File: src/rtl/edge_det_filt_if.sv
// rtl/edge_det_filt_if.sv - enable, raw inputs and filtered level/pulse outputs of edge_det_filt
interface edge_det_filt_if #(
    parameter int WIDTH = 3
);
  logic             EN;
  logic [WIDTH-1:0] IN;
  logic [WIDTH-1:0] LEVEL;
  logic [WIDTH-1:0] POS;
  logic [WIDTH-1:0] NEG;
  logic [WIDTH-1:0] ANY;
  logic [WIDTH-1:0] GLITCH;

  modport master (output EN, IN, input LEVEL, POS, NEG, ANY, GLITCH);
  modport slave  (input EN, IN, output LEVEL, POS, NEG, ANY, GLITCH);
endinterface

File: src/rtl/edge_det_filt.sv
// rtl/edge_det_filt.sv - multi-channel synchronised, glitch-filtered edge detector
// Each channel: SYNC_STAGES-flop synchroniser, stable-count filter, registered pulses.
module edge_det_filt #(
    parameter int WIDTH       = 3,
    parameter int SYNC_STAGES = 2,
    parameter int FILT_CNT    = 4,
    parameter bit INIT_LEVEL  = 1'b0
) (
    input  logic          CLK,
    input  logic          ARSTN,
    edge_det_filt_if.slave bus
);
  localparam int CW = $clog2(FILT_CNT + 1);
  localparam logic [CW-1:0] CNT_LAST = CW'(FILT_CNT - 1);

  logic [SYNC_STAGES-1:0] sync_q [WIDTH];
  logic [CW-1:0]          cnt_q  [WIDTH];
  logic [WIDTH-1:0]       s;
  logic [WIDTH-1:0]       level_q;
  logic [WIDTH-1:0]       pos_q;
  logic [WIDTH-1:0]       neg_q;
  logic [WIDTH-1:0]       any_q;
  logic [WIDTH-1:0]       glitch_q;

  always_comb begin
    s = '0;
    for (int i = 0; i < WIDTH; i++) begin
      s[i] = sync_q[i][SYNC_STAGES-1];
    end
  end

  always_ff @(posedge CLK or negedge ARSTN) begin
    if (!ARSTN) begin
      for (int i = 0; i < WIDTH; i++) begin
        sync_q[i] <= {SYNC_STAGES{INIT_LEVEL}};
        cnt_q[i]  <= '0;
      end
      level_q  <= {WIDTH{INIT_LEVEL}};
      pos_q    <= '0;
      neg_q    <= '0;
      any_q    <= '0;
      glitch_q <= '0;
    end else begin
      for (int i = 0; i < WIDTH; i++) begin
        // The synchroniser keeps running while the filter is disabled
        sync_q[i] <= SYNC_STAGES'({sync_q[i], bus.IN[i]});
        pos_q[i]    <= 1'b0;
        neg_q[i]    <= 1'b0;
        any_q[i]    <= 1'b0;
        glitch_q[i] <= 1'b0;
        if (!bus.EN) begin
          cnt_q[i] <= '0;
        end else if (s[i] != level_q[i]) begin
          if (cnt_q[i] == CNT_LAST) begin
            level_q[i] <= s[i];
            cnt_q[i]   <= '0;
            pos_q[i]   <= s[i];
            neg_q[i]   <= ~s[i];
            any_q[i]   <= 1'b1;
          end else begin
            cnt_q[i] <= cnt_q[i] + CW'(1);
          end
        end else if (cnt_q[i] != '0) begin
          // Input returned to LEVEL before the count completed
          cnt_q[i]    <= '0;
          glitch_q[i] <= 1'b1;
        end
      end
    end
  end

  assign bus.LEVEL  = level_q;
  assign bus.POS    = pos_q;
  assign bus.NEG    = neg_q;
  assign bus.ANY    = any_q;
  assign bus.GLITCH = glitch_q;
endmodule

File: src/flat_wrapper.sv
// flat-port wrapper written by rule: the top's interface ports become plain ports
module edge_det_filt_flat 
#(
    parameter int WIDTH       = 3,
    parameter int SYNC_STAGES = 2,
    parameter int FILT_CNT    = 4,
    parameter bit INIT_LEVEL  = 1'b0
)
  (CLK, ARSTN, bus_EN, bus_IN, bus_LEVEL, bus_POS, bus_NEG, bus_ANY, bus_GLITCH);
  edge_det_filt_if #(.WIDTH(WIDTH)) bus_i ();
  input  logic CLK;
  input  logic ARSTN;
  input wire logic [$bits(bus_i.EN)-1:0] bus_EN;
  input wire logic [$bits(bus_i.IN)-1:0] bus_IN;
  output wire logic [$bits(bus_i.LEVEL)-1:0] bus_LEVEL;
  output wire logic [$bits(bus_i.POS)-1:0] bus_POS;
  output wire logic [$bits(bus_i.NEG)-1:0] bus_NEG;
  output wire logic [$bits(bus_i.ANY)-1:0] bus_ANY;
  output wire logic [$bits(bus_i.GLITCH)-1:0] bus_GLITCH;
  assign bus_i.EN = bus_EN;
  assign bus_i.IN = bus_IN;
  assign bus_LEVEL = bus_i.LEVEL;
  assign bus_POS = bus_i.POS;
  assign bus_NEG = bus_i.NEG;
  assign bus_ANY = bus_i.ANY;
  assign bus_GLITCH = bus_i.GLITCH;
  edge_det_filt #(.WIDTH(WIDTH), .SYNC_STAGES(SYNC_STAGES), .FILT_CNT(FILT_CNT), .INIT_LEVEL(INIT_LEVEL)) u_core (.CLK(CLK), .ARSTN(ARSTN), .bus(bus_i));
endmodule
File: config.mk
export PLATFORM = sky130hd
export DESIGN_NAME = edge_det_filt_flat
export DESIGN_NICKNAME = d
export VERILOG_FILES = /design/src/rtl/edge_det_filt_if.sv /design/src/rtl/edge_det_filt.sv /design/src/flat_wrapper.sv
export SDC_FILE = /design/constraint.sdc
export NUM_CORES = 1
export LEC_CHECK = 0
export ABC_AREA = 0
export BUFFER_PORTS_ARGS = -buffer_cell sky130_fd_sc_hd__buf_4
export CORE_MARGIN = 2
export CORE_UTILIZATION = 30
export CTS_CLUSTER_DIAMETER = 50
export DETAILED_ROUTE_END_ITERATION = 7
export GPL_TIMING_DRIVEN = 0
export PLACE_DENSITY_LB_ADDON = 0.15
export SYNTH_ARGS = -nofsm -noshare
export SYNTH_HDL_FRONTEND = slang
export SYNTH_SLANG_ARGS = --single-unit
export TNS_END_PERCENT = 30
File: constraint.sdc
create_clock -name CLK -period 4.1 [get_ports CLK]
set_input_delay 0 -clock CLK [delete_from_list [all_inputs] [get_ports CLK]]
set_output_delay 0 -clock CLK [all_outputs]
set_load 0.02 [all_outputs]
==> flow_metrics.tcl, run 1 <==
set metrics [dict create \
    finalNonFillerCells 174 \
    final_common_cell "dfrtp_1" \
    worst_pin_slew_ps 523 \
    clkTransAtPathRegs_ps 60 \
    cts_tree "yes" \
    finalCriticalPeriod_ps 1380 \
    finalSetupViolCount 0 \
    grt_max_degree 31 \
    antenna_found_initial 0 \
    die_x_um 66.6 \
    critPathArrivalTime_ps 1550 \
    yosysTopAreaCellShare 0.638 \
    dr.first_iter.drc_count 23 \
    io_buffers 19 \
    dpl.hpwl_um 1250 \
    ant_nets 0 \
    synth_seq_area_share 0.638 \
    grt_first_pass_wirelength_um 3450 \
    place_congestion 0.752 \
    grt_overflow 0 \
    final_core_util 0.407 \
    power.density_nw_per_um2 518 \
    nFillCells 387 \
    worstRegToRegCells 4 \
    final_cell_mix "dfrtp_1, buf_4, nand2_1" \
    ys_types 18 \
    routed_wl_um 1870 \
    wl_per_cell_um 10.7 \
    synthesis.area_um2 1180 \
    end_kind "flip-flop" \
    worst_setup_path_start_kind "flip-flop" \
    placed_cells 162 \
    peakVddDrop_mv 0.276 \
    clock_latency_ps 270 \
    pin_count 21 \
    critPathCapture "u_core.bus.LEVEL[1]" \
    clockRootBuffer "clkbuf_8" \
    worstSetupStartpoint "u_core.cnt_q[3]" \
    finish.instance_area_um2 1510 \
    viasPerCell 4.48 \
    setup_tns_ps 0 \
    crit_chain "ha_1, nor2b_1, nand2_1, mux2_2" \
    cpPeakStageDelay_ps 410 \
    run_status "finished, final reports clean" \
    grt_pass1_vias 772 \
    drv_slew 0 \
    slowest_stage "dfrtp_1" \
    max_slew_margin 0.649 \
    cts_resized 0 \
    synth.net_count 107 \
    synth.avg_cell_area_um2 12.4 \
    synthTopCellsByArea "dfrtp_1, ha_1, nor3b_1" \
    synth_top_area_cell "dfrtp_1" \
    synthCells 95 \
    nNetsFinal 137 \
    power_leakage_nw 0.737 \
    placed_cell_area_um2 1380 \
    clkSinkCount 30 \
    rrSetupSlack_ps 2720 \
    drive_gt1_frac 0.230 \
    fp.dieArea_um2 4440 \
    worst_r2r_endpoint "u_core.bus.LEVEL[1]" \
    rsz0062_at_grt "false" \
    hp-class "in -> reg" \
    cts-htree-levels 2 \
    core-area_um2 3720 \
    min_from "bus_EN" \
    rows 22 \
    r2r-start "u_core.cnt_q[3]" \
    critPathRequiredTime_ps 4260 \
    crit_type "reg -> reg" \
    syn2layout_area_growth_pct 28.4 \
    drtPass1Iterations 4 \
    fmax_ghz 0.722 \
    skew_ps 5.55 \
    numCtsBuffers 5 \
    finalCritPeriodShare 0.338 \
    grt_usage 0.110 \
    hold_violations 0 \
    vias 779 \
    die_y_um 66.6 \
    critPathMaxFanout 4 \
    yosys_register_bits 30 \
    diodes 0 \
    ys_warn_count 0 \
    route.detailed.drc 0 \
    clock_path_buffers 2 \
    maxCapViolations 0 \
    start_util 0.317 \
]
==> power breakdown <==
group	switching (W)	internal [W]	leakage (nW)
clock network	0.000102	0.000135	0.0482
registers	0.0000327	0.000334	0.399
logic	0.0000955	0.0000845	0.291
==> Yosys cell counts (all sizes together) <==
cell and n:
inv 6, xnor2 3, mux2 3, or3 3, and3b 3, nand4 3, nand3 3, clkbuf 2
o31ai 1, nor2 3, a21boi 3, nor3 3, nand2 9, ha 6, nor3b 6, o21ai 2
nor2b 6, dfrtp 30
==> worst max-delay path: cells and delay by family (launching register included) <==
kind | cells | cell delay [ps]
DFF | 1 | 410
and+or+nand+nor | 2 | 290
adders and majority gates | 1 | 220
muxes | 1 | 350
==> stage by stage <==
step | setup slack (ps) | power (W) | hold slack (ps)
4_1_cts | 2700 | 0.000798 | 120
5_1_grt | 2630 | 0.000846 | 149
2_1_floorplan | 2810 | 0.000489 | -296
3_3_place_gp | 2730 | 0.000546 | -44.3
3_5_place_dp | 2720 | 0.000551 | -47.1
6_report | 2720 | 0.000783 | 109
==> state kept, by name (all words and copies together) (netlist names) <==
signal and flops:
u_core.bus.NEG 3, u_core.bus.ANY 3, u_core.bus.GLITCH 3, u_core.bus.POS 3, u_core.s 3, u_core.bus.LEVEL 3, u_core.cnt_q 9, u_core.sync_q 3
==> cell type report <==
cell class	instances	area, µm²	share of cell area
sequential	30	751	0.497
clock inverter	1	5.00	0.00331
clock buffer	7	86.3	0.0571
buffer	2	7.51	0.00497
timing repair buffer	23	183	0.121
multi-input combinational	57	397	0.262
tap	48	60.1	0.0397
inverter	6	22.5	0.0149
==> what timing repair did <==
| item | CTS | global route |
|---|---|---|
| hold buffers | 4 | 0 |
| setup buffers | 0 | 0 |
| hold endpoints to repair | 33 | 0 |
| endpoints found under the setup margin | 0 | 0 |
==> per-layer routing <==
layer	vias to the layer above	part of all wire	global-route usage
met1	379	0.45	0.126
met2	16	0.46	0.161
li1	378	-	-
met5	-	0	0
met3	6	0.058	0.0507
met4	0	0.032	0.0765
==> worst min path at each step <==
stage                                      end  depth (start not counted)
after floorplan              u_core.bus.ANY[0]                          0
after global placement    u_core.bus.GLITCH[0]                          1
after detailed placement  u_core.bus.GLITCH[0]                          1
after CTS                      u_core.cnt_q[7]                          3
after global routing           u_core.cnt_q[7]                          3
final                          u_core.cnt_q[7]                          3
==> cell families after synthesis <==
group | count (synthesis) | share of synthesized area
and+or+nand+nor | 39 | 0.188
DFF | 30 | 0.638
muxes | 3 | 0.0287
buffers and inverters | 8 | 0.0255
xor gates and xnor gates | 3 | 0.0223
adders and majority gates | 6 | 0.0638
AOI/OAI and AO/OA | 6 | 0.0340
(Power assumes the default switching activity.)
==> run 2, diff against run 1 <==
clock period = 1.25 ns   (was 4.1 ns; I/O delays follow)
==> run 2 against run 1 <==
Final area rose by 12%. Critical path depth stayed put. Hold slack improved by 74 ps. Critical path type unchanged. Maximum frequency up 13%. Clock skew down 2.9 ps. Combinational power grew to 4.4 times the previous value. Count of clock-buffer cells in the layout is the same. Register-to-register slack got worse by 2700 ps. Worst setup slack got worse by 2700 ps. Global-route usage down 0.76 points. Flip-flop and latch count unchanged. Sequential share of layout area is 5.2 points lower.
==> flow_metrics.tcl, run 2 (synthesis results as in run 1) <==
set metrics [dict create \
    end_kind "flip-flop" \
    drv_slew 0 \
    maxCapViolations 0 \
    antenna_found_initial 0 \
    diodes 0 \
    placed_cell_area_um2 1390 \
    dr.first_iter.drc_count 10 \
    viasPerCell 4.53 \
    top_register "u_core.cnt_q" \
    skew_ps 2.63 \
    ant_nets 0 \
    clkTransAtPathRegs_ps 60 \
    power.density_nw_per_um2 1590 \
    grt_first_pass_wirelength_um 3260 \
    finalCritPeriodShare 0.984 \
    totalPowerFinal_w 0.00270 \
    finalSetupViolCount 0 \
    critical_path_buf_inv_count 0 \
    run_status "finished, final reports clean" \
    nNetsFinal 146 \
    grt_max_degree 31 \
    drive_gt1_frac 0.433 \
    fp.dieArea_um2 4440 \
    netSwitchingFraction 0.292 \
    clock_latency_ps 270 \
    critPathArrivalTime_ps 1380 \
    place_congestion 0.734 \
    peakVddDrop_mv 0.715 \
    start_util 0.317 \
    hp-class "in -> reg" \
    dpl.hpwl_um 1260 \
    rows 22 \
    pwr-share-seq 0.454 \
    routed_wl_um 2020 \
    cts-htree-levels 2 \
    vias 824 \
    pin_count 21 \
    wl_per_cell_um 11.1 \
    clkSinkCount 30 \
    finalCriticalPeriod_ps 1230 \
    io_buffers 19 \
    numCtsBuffers 5 \
    critPathRequiredTime_ps 1400 \
    grt_overflow 0 \
    route.detailed.drc 0 \
    largest_reg_flops 9 \
    power.switching_w 0.000789 \
    internal_power_w 0.00191 \
    crit_family "flip-flops" \
    critPathMaxFanout 3 \
    max_slew_margin 0.675 \
    core-area_um2 3720 \
    clockRootBuffer "clkbuf_8" \
    final_common_cell "dfrtp_1" \
    slowest_stage "dfrtp_1" \
    die_x_um 66.6 \
    clock_path_buffers 2 \
    crit_type "reg -> reg" \
    hold_violations 0 \
    syn2layout_area_growth_pct 44.1 \
    power_leakage_nw 0.802 \
    fmax_ghz 0.813 \
    worst_pin_slew_ps 487 \
    worst_setup_path_start_kind "flip-flop" \
    rsz0062_at_grt "true" \
    drtPass1Iterations 3 \
    final_cell_mix "dfrtp_1, buf_4, inv_1, nand2_1, clkbuf_8" \
    finish.instance_area_um2 1700 \
    die_y_um 66.6 \
    cts_tree "yes" \
    p_comb_frac 0.291 \
    cpPeakStageDelay_ps 380 \
    pwr-share-clk 0.255 \
    crit_chain "ha_2, nor2b_4, nand2_2, mux2_4" \
    grt_usage 0.102 \
    grt_pass1_vias 777 \
]
run 2: repair_timing:
item,CTS,global route
gates resized for setup,12,18
hold buffers,4,0
endpoints found under the setup margin,7,18
pin swaps,1,5
hold endpoints to repair,33,0
buffers inserted,8,1
run 2: area by class of cell:
class / count / area (µm²)
fillers: 352 / 2020
flip-flops and latches: 30 / 754
multi-input cells: 57 / 518
repair buffers: 32 / 258
clock buffers: 7 / 76.3
well taps: 48 / 60.1
inverters: 6 / 22.5
plain buffers: 2 / 7.51
run 2: per-stage QoR:
step           utilization  hold slack, ps  std cells  worst slack, ps  setup TNS, ps
2_1_floorplan            -            -296         95            -20.8          -44.7
4_1_cts              0.434             177        181            -13.8          -16.5
3_3_place_gp         0.373           -48.0        162            -87.4           -252
3_5_place_dp         0.373           -44.8        162             -100           -328
5_1_grt              0.457             228        182            -54.0           -355
6_report             0.457             182        182             20.6              0
run 2: per-layer routing:
layer  routed length, µm  global-route usage  share of wire
met2                1030               0.183           0.51
met1                 897               0.101           0.44
met4                  18              0.0536         0.0089
met3                  80              0.0405          0.040
met5                   0                   0              0
run 2: power groups by stage:
stage | registers, W | clock network, W | logic, W
2_1_floorplan | 0.00127 | 0 | 0.000338
3_5_place_dp | 0.00122 | 0 | 0.000594
6_report | 0.00123 | 0.000689 | 0.000784
4_1_cts | 0.00120 | 0.000730 | 0.000720
3_3_place_gp | 0.00121 | 0 | 0.000579
5_1_grt | 0.00124 | 0.000771 | 0.000877
run 2: worst reg2reg max path: stages (launching register included):
cell and delay (ps):
dfrtp_1 380, ha_2 190, nor2b_4 140, nand2_2 80, mux2_4 320
run 2: path summary, 6_finish.rpt:
kind / from / endpoint / slack [ps] / cells after the start
max reg2reg: u_core.cnt_q[0] / u_core.bus.LEVEL[2] / 20 / 4
max in group asynchronous: ARSTN / u_core.s[0] / 760 / 2
min in group asynchronous: ARSTN / u_core.bus.GLITCH[1] / 200 / 2
min: bus_EN / u_core.cnt_q[7] / 180 / 3
min reg2reg: u_core.sync_q[0] / u_core.s[2] / 350 / 0
max: u_core.cnt_q[0] / u_core.bus.LEVEL[2] / 20 / 4
